[src/rtl/dma_wr_sched_if.sv]
// Requester/engine bundle for dma_wr_sched: job handshake, data steering and engine control.
interface dma_wr_sched_if #(
  parameter int unsigned NUM_REQ        = 4,
  parameter int unsigned OUT_BITS_TRANS = 13,
  parameter int unsigned AXI_WIDTH_AD   = 32,
  parameter int unsigned AXI_WIDTH_DA   = 32
);
  logic [NUM_REQ-1:0]                req_valid;
  logic [NUM_REQ-1:0]                req_ready;
  logic [NUM_REQ*AXI_WIDTH_AD-1:0]   req_addr;
  logic [NUM_REQ*OUT_BITS_TRANS-1:0] req_len;
  logic [NUM_REQ*AXI_WIDTH_DA-1:0]   req_data;
  logic [NUM_REQ-1:0]                req_data_rd;
  logic [NUM_REQ-1:0]                req_done;
  logic                              req_err;
  logic                              dma_start;
  logic [OUT_BITS_TRANS-1:0]         dma_num_trans;
  logic [AXI_WIDTH_AD-1:0]           dma_start_addr;
  logic [AXI_WIDTH_DA-1:0]           dma_indata;
  logic                              dma_indata_req;
  logic                              dma_done;
  logic                              dma_fail;

  // Scheduler side
  modport slave (
    input  req_valid, req_addr, req_len, req_data, dma_indata_req, dma_done, dma_fail,
    output req_ready, req_data_rd, req_done, req_err,
           dma_start, dma_num_trans, dma_start_addr, dma_indata
  );

  // Requesters + engine side
  modport master (
    output req_valid, req_addr, req_len, req_data, dma_indata_req, dma_done, dma_fail,
    input  req_ready, req_data_rd, req_done, req_err,
           dma_start, dma_num_trans, dma_start_addr, dma_indata
  );
endinterface

[src/rtl/dma_wr_sched.sv]
// Round-robin scheduler sharing one AXI write DMA engine among NUM_REQ producers.
// Define DMA_WR_SCHED_ERR_CNT_EN to enable the saturating err_cnt failure counter.
module dma_wr_sched #(
  parameter  int unsigned NUM_REQ        = 4,
  parameter  int unsigned OUT_BITS_TRANS = 13,
  parameter  int unsigned AXI_WIDTH_AD   = 32,
  parameter  int unsigned AXI_WIDTH_DA   = 32,
  localparam int unsigned GW             = $clog2(NUM_REQ)
) (
  input  logic                 clk,
  input  logic                 rst,
  dma_wr_sched_if.slave        bus,
  output logic                 busy,
  output logic [GW-1:0]        grant_idx,
  output logic [15:0]          err_cnt
);

  typedef enum logic [1:0] {S_IDLE, S_LAUNCH, S_BUSY, S_RESP} state_e;

  state_e                    state_q, state_d;
  logic [GW-1:0]             rr_ptr_q, rr_ptr_d;
  logic [GW-1:0]             grant_q, grant_d;
  logic [OUT_BITS_TRANS-1:0] num_q, num_d;
  logic [AXI_WIDTH_AD-1:0]   addr_q, addr_d;
  logic                      err_flag_q, err_flag_d;

  logic                      found;
  logic [GW-1:0]             win;
  logic [GW-1:0]             idx_g;
  int unsigned               idx;
  logic [OUT_BITS_TRANS-1:0] win_len;
  logic [AXI_WIDTH_AD-1:0]   win_addr;
  logic [GW-1:0]             ptr_next;

  // First valid requester at or after the pointer, wrapping around
  always_comb begin
    found = 1'b0;
    win   = '0;
    idx   = 0;
    idx_g = '0;
    for (int unsigned k = 0; k < NUM_REQ; k++) begin
      idx   = (32'(rr_ptr_q) + k) % NUM_REQ;
      idx_g = GW'(idx);
      if (!found && bus.req_valid[idx_g]) begin
        found = 1'b1;
        win   = idx_g;
      end
    end
  end

  assign win_len  = bus.req_len[win*OUT_BITS_TRANS +: OUT_BITS_TRANS];
  assign win_addr = bus.req_addr[win*AXI_WIDTH_AD +: AXI_WIDTH_AD];
  assign ptr_next = (grant_q == GW'(NUM_REQ - 1)) ? '0 : grant_q + 1'b1;

  always_comb begin
    state_d        = state_q;
    rr_ptr_d       = rr_ptr_q;
    grant_d        = grant_q;
    num_d          = num_q;
    addr_d         = addr_q;
    err_flag_d     = err_flag_q;
    bus.req_ready  = '0;
    bus.req_data_rd = '0;
    bus.req_done   = '0;
    bus.req_err    = 1'b0;
    bus.dma_start  = 1'b0;
    bus.dma_indata = '0;
    case (state_q)
      S_IDLE: begin
        if (found) begin
          bus.req_ready[win] = 1'b1;
          grant_d = win;
          num_d   = win_len;
          addr_d  = win_addr;
          state_d = (win_len == '0) ? S_RESP : S_LAUNCH;
        end
      end
      S_LAUNCH: begin
        bus.dma_start = 1'b1;
        state_d       = S_BUSY;
      end
      S_BUSY: begin
        bus.dma_indata           = bus.req_data[grant_q*AXI_WIDTH_DA +: AXI_WIDTH_DA];
        bus.req_data_rd[grant_q] = bus.dma_indata_req;
        if (bus.dma_fail) err_flag_d = 1'b1;
        if (bus.dma_done) state_d = S_RESP;
      end
      S_RESP: begin
        bus.req_done[grant_q] = 1'b1;
        bus.req_err           = err_flag_q;
        err_flag_d            = 1'b0;
        rr_ptr_d              = ptr_next;
        state_d               = S_IDLE;
      end
      default: state_d = S_IDLE;
    endcase
  end

  always_ff @(posedge clk) begin
    if (rst) begin
      state_q    <= S_IDLE;
      rr_ptr_q   <= '0;
      grant_q    <= '0;
      num_q      <= '0;
      addr_q     <= '0;
      err_flag_q <= 1'b0;
    end else begin
      state_q    <= state_d;
      rr_ptr_q   <= rr_ptr_d;
      grant_q    <= grant_d;
      num_q      <= num_d;
      addr_q     <= addr_d;
      err_flag_q <= err_flag_d;
    end
  end

  assign bus.dma_num_trans  = num_q;
  assign bus.dma_start_addr = addr_q;
  assign busy               = (state_q != S_IDLE);
  assign grant_idx          = grant_q;

`ifdef DMA_WR_SCHED_ERR_CNT_EN
  logic [15:0] err_cnt_q, err_cnt_d;

  always_comb begin
    err_cnt_d = err_cnt_q;
    if (state_q == S_BUSY && bus.dma_fail && err_cnt_q != '1) err_cnt_d = err_cnt_q + 16'd1;
  end

  always_ff @(posedge clk) begin
    if (rst) err_cnt_q <= '0;
    else     err_cnt_q <= err_cnt_d;
  end

  assign err_cnt = err_cnt_q;
`else
  assign err_cnt = '0;
`endif

endmodule

[src/flat_wrapper.sv]
// flat-port wrapper written by rule: the top's interface ports become plain ports
module dma_wr_sched_flat 
#(
  parameter  int unsigned NUM_REQ        = 4,
  parameter  int unsigned OUT_BITS_TRANS = 13,
  parameter  int unsigned AXI_WIDTH_AD   = 32,
  parameter  int unsigned AXI_WIDTH_DA   = 32,
  localparam int unsigned GW             = $clog2(NUM_REQ)
)
  (clk, rst, busy, grant_idx, err_cnt, bus_req_valid, bus_req_addr, bus_req_len, bus_req_data, bus_dma_indata_req, bus_dma_done, bus_dma_fail, bus_req_ready, bus_req_data_rd, bus_req_done, bus_req_err, bus_dma_start, bus_dma_num_trans, bus_dma_start_addr, bus_dma_indata);
  dma_wr_sched_if #(.NUM_REQ(NUM_REQ), .OUT_BITS_TRANS(OUT_BITS_TRANS), .AXI_WIDTH_AD(AXI_WIDTH_AD), .AXI_WIDTH_DA(AXI_WIDTH_DA)) bus_i ();
  input  logic clk;
  input  logic rst;
  output logic busy;
  output logic [GW-1:0] grant_idx;
  output logic [15:0] err_cnt;
  input wire logic [$bits(bus_i.req_valid)-1:0] bus_req_valid;
  input wire logic [$bits(bus_i.req_addr)-1:0] bus_req_addr;
  input wire logic [$bits(bus_i.req_len)-1:0] bus_req_len;
  input wire logic [$bits(bus_i.req_data)-1:0] bus_req_data;
  input wire logic [$bits(bus_i.dma_indata_req)-1:0] bus_dma_indata_req;
  input wire logic [$bits(bus_i.dma_done)-1:0] bus_dma_done;
  input wire logic [$bits(bus_i.dma_fail)-1:0] bus_dma_fail;
  output wire logic [$bits(bus_i.req_ready)-1:0] bus_req_ready;
  output wire logic [$bits(bus_i.req_data_rd)-1:0] bus_req_data_rd;
  output wire logic [$bits(bus_i.req_done)-1:0] bus_req_done;
  output wire logic [$bits(bus_i.req_err)-1:0] bus_req_err;
  output wire logic [$bits(bus_i.dma_start)-1:0] bus_dma_start;
  output wire logic [$bits(bus_i.dma_num_trans)-1:0] bus_dma_num_trans;
  output wire logic [$bits(bus_i.dma_start_addr)-1:0] bus_dma_start_addr;
  output wire logic [$bits(bus_i.dma_indata)-1:0] bus_dma_indata;
  assign bus_i.req_valid = bus_req_valid;
  assign bus_i.req_addr = bus_req_addr;
  assign bus_i.req_len = bus_req_len;
  assign bus_i.req_data = bus_req_data;
  assign bus_i.dma_indata_req = bus_dma_indata_req;
  assign bus_i.dma_done = bus_dma_done;
  assign bus_i.dma_fail = bus_dma_fail;
  assign bus_req_ready = bus_i.req_ready;
  assign bus_req_data_rd = bus_i.req_data_rd;
  assign bus_req_done = bus_i.req_done;
  assign bus_req_err = bus_i.req_err;
  assign bus_dma_start = bus_i.dma_start;
  assign bus_dma_num_trans = bus_i.dma_num_trans;
  assign bus_dma_start_addr = bus_i.dma_start_addr;
  assign bus_dma_indata = bus_i.dma_indata;
  dma_wr_sched #(.NUM_REQ(NUM_REQ), .OUT_BITS_TRANS(OUT_BITS_TRANS), .AXI_WIDTH_AD(AXI_WIDTH_AD), .AXI_WIDTH_DA(AXI_WIDTH_DA)) u_core (.clk(clk), .rst(rst), .bus(bus_i), .busy(busy), .grant_idx(grant_idx), .err_cnt(err_cnt));
endmodule
[config.mk]
export PLATFORM = sky130hd
export DESIGN_NAME = dma_wr_sched_flat
export DESIGN_NICKNAME = d
export VERILOG_FILES = /design/src/rtl/dma_wr_sched_if.sv /design/src/rtl/dma_wr_sched.sv /design/src/flat_wrapper.sv
export SDC_FILE = /design/constraint.sdc
export NUM_CORES = 1
export LEC_CHECK = 0
export CAP_MARGIN = 20
export CORE_AREA = 2 2 167 169
export CTS_CLUSTER_DIAMETER = 100
export DETAILED_ROUTE_END_ITERATION = 10
export DIE_AREA = 0 0 169 171
export PLACE_DENSITY = 0.6
export SETUP_SLACK_MARGIN = 0.5
export SKIP_LAST_GASP = 1
export SLEW_MARGIN = 40
export SYNTH_ARGS = -nofsm -noshare
export SYNTH_HDL_FRONTEND = slang
export SYNTH_SLANG_ARGS = --single-unit
export TNS_END_PERCENT = 30
[constraint.sdc]
create_clock -name clk -period 3.74 [get_ports clk]
set_input_delay 0.935 -clock clk [delete_from_list [all_inputs] [get_ports clk]]
set_output_delay 0.935 -clock clk [all_outputs]
set_load 0.02 [all_outputs]
==> impl_metrics.tcl <==
set metrics [dict create \
    status "finished clean" \
    vias 6319 \
    final_layout_size_suffix_gt1_share_pct 10.7 \
    multi_input_area_mm2 0.00345 \
    dr.first_iter.drc_count 222 \
    critical_path_arrival_ns 2.51 \
    worst_pin_slew_ns 0.829 \
    n_fill_cell 2927 \
    syn2layout_area_growth_pct 98.9 \
    seq_area_mm2 0.00104 \
    cts_max_level 2 \
    synthFlopType "dfxtp_1" \
    wl_per_cell_um 18.8 \
    use_met1_pct 16.8 \
    die_y_um 171 \
    numCtsBuffers 5 \
    synthSimpleGateAreaFrac_pct 38.6 \
    fin_skew_ns 0.00842 \
    synth_edf_count 0 \
    worst-setup-path-type "in -> out" \
    antenna_found_initial 4 \
    port_buffers 410 \
    grt_pass1_wl_um 37300 \
    num_io_pins 427 \
    p_leak_uw 0.00380 \
    slew_headroom_pct 44.7 \
    start_util_pct 17.4 \
    syn_inst 680 \
    finalMaxSlewViolations 0 \
    synth_cell_type_count 41 \
    synthesis.area_mm2 0.00476 \
    hpwl_um 21600 \
    dpl.cell_count 1402 \
    clockRootBuffer "clkbuf_16" \
    insertion_delay_ns 0.30 \
    ys_warn_count 0 \
    route.detailed.drc 0 \
    grt_pass1_vias 6241 \
    gr-usage-met3_pct 5.39 \
    final_net_count 1388 \
    ys_seq_area_share_pct 21.8 \
    dr.pass1.iters 4 \
    wl_um 26600 \
    antenna_left 0 \
    synth_top_family_by_area "simple AND/OR/NAND/NOR gates" \
    grt_max_degree 77 \
    synthXorXnorAreaFrac_pct 0 \
    dieArea_mm2 0.0289 \
    hold_class "reg -> reg" \
    finalHoldViolCount 0 \
    cp-start-kind "input pin" \
    power-per-cell-area_mw_per_mm2 264 \
    globalRouteOverflowTotal 0 \
    clkSlewWorstSetupHoldPaths_ns 0.07 \
    setup_viol 0 \
    cp.required_ns 2.80 \
    synthArstFlopShare_pct 0 \
    cap_violations 0 \
    cts_sinks 52 \
    layout.cells.non_filler 1413 \
    grt_busiest_layer "met2" \
    timing.final.crit_share_pct 92.1 \
    clockBufferDepth 2 \
    cts_tree "built" \
    synthAdderAreaFrac_pct 2.10 \
    die_w_um 169 \
    rsz0062_at_grt "yes" \
    synthMuxAreaShare_pct 16.2 \
    reg2reg_setup_slack_ns 0.93 \
    synth.avg_cell_area_um2 7.01 \
    grtUsageMet2_pct 33.9 \
    synth_compound_area_share_pct 12.2 \
    rows 61 \
    ctsHoldBuffers 0 \
    period_needed_ns 3.44 \
    grtUsageTotal_pct 17.4 \
    core-area_mm2 0.0273 \
    place_congestion 0.817 \
    crit_path_max_fanout 1 \
    fmax_ghz 0.290 \
    ys_ff_latch 52 \
    crit_path_end_kind "output port" \
    power.total_uw 2500 \
    peakVddDrop_mv 0.151 \
    cts_setup_buffers 0 \
    vias_per_cell 4.47 \
]
report_power, final:
group	switching [uW]	leakage, uW	internal (uW)
Sequential	44.8	0.000430	629
Combinational	637	0.00329	692
Clock	228	0.0000773	269
kinds of logic after synthesis:
family / count (synthesis)
flops: 52
mux: 37
compound gates: 93
fa+ha+maj: 8
buf+inv: 88
simple gates: 401
other cells: 1
cell usage in the layout, fill, tap and decap left out, types with 6 or more instances in the layout:
cell type,netlist,routed
conb_1,1,16
dfxtp_1,52,50
inv_1,8,8
nand2_1,207,203
a21oi_1,58,58
ha_1,8,8
clkdlybuf4s50_1,0,376
and2_1,38,37
dlymetal6s2s_1,0,9
clkdlybuf4s15_2,0,8
mux4_2,32,32
buf_4,16,31
nor4_1,7,6
nand3_1,109,109
nor2_1,15,10
metal layers:
layer  routed length, um  vias up  part of all wire (%)
met5                   0        -                     0
met4                 799        0                   3.0
met3                2370       38                   8.9
met2               14400      311                    54
met1                9090     2884                    34
li1                    -     3086                     -
metrics by stage:
step	cell area [um^2]	setup TNS, ns	util [%]	worst slack, ns	hold slack (ns)
floorplan	4880	0	-	0.307	0.508
global placement	9260	-0.887	33.9	-0.319	0.442
detailed placement	9260	-0.918	33.9	-0.325	0.446
CTS	9450	0	34.6	0.280	0.456
global route	9480	0	34.7	0.274	0.467
finish	9480	0	34.7	0.296	0.455
final cells by class:
cell class | instances | area share [%]
timing repair buffer | 441 | 46.0
multi-input combinational | 555 | 36.4
sequential | 52 | 11.0
tap | 346 | 4.57
clock buffer | 6 | 1.47
inverter | 8 | 0.317
clock inverter | 2 | 0.145
antenna | 3 | 0.0792
path summary, 6_finish.rpt:
| check | startpoint | to | depth (start not counted) |
|---|---|---|---|
| worst max register to register | u_core.rr_ptr_q[1] | u_core.state_q[1] | 10 |
| worst min register to register | u_core.bus.dma_start_addr[15] | u_core.bus.dma_start_addr[15] | 2 |
| worst min-delay path | u_core.bus.dma_start_addr[15] | u_core.bus.dma_start_addr[15] | 2 |
| worst max-delay path | bus_req_data[104] | bus_dma_indata[8] | 4 |
registers in the layout, summed over array words and instances, names as in the netlist:
name,flops
u_core.bus.dma_start_addr,32
u_core.state_q,2
u_core.rr_ptr_q,2
u_core.err_flag_q,1
u_core.grant_idx,2
u_core.bus.dma_num_trans,13
worst max-delay path, cell delays in order:
cell             delay (ns)
clkdlybuf4s50_1        0.42
mux4_2                 0.46
and2_1                 0.17
clkdlybuf4s50_1        0.53
synthesized netlist by cell type, types with 2 or more instances:
master	instances	area (um^2)
nand2_1	207	777
a21oi_1	58	290
a221oi_1	5	43.8
nand2b_1	2	12.5
mux2i_1	4	40.0
and2_1	38	238
buf_1	10	37.5
nor2_1	15	56.3
or4_1	2	15.0
dfxtp_1	52	1040
o211ai_1	3	22.5
buf_6	4	45.0
buf_2	9	45.0
nor2b_1	7	43.8
inv_1	8	30.0
buf_4	16	120
mux4_2	32	721
nor4_1	7	43.8
nor3b_1	5	37.5
and3_1	4	25.0
ha_1	8	100
a21bo_2	5	50.1
a22oi_1	5	37.5
a32oi_1	5	43.8
nand3_1	109	546
clkbuf_1	41	154
a22o_1	2	17.5
o21ai_0	4	20.0
what timing repair did:
| action | in CTS | in global routing |
|---|---|---|
| resized for setup | 76 | 9 |
| setup endpoints to repair | 50 | 31 |
| pin swaps | 6 | 0 |
Note: power is estimated with default switching activity, not from simulation.
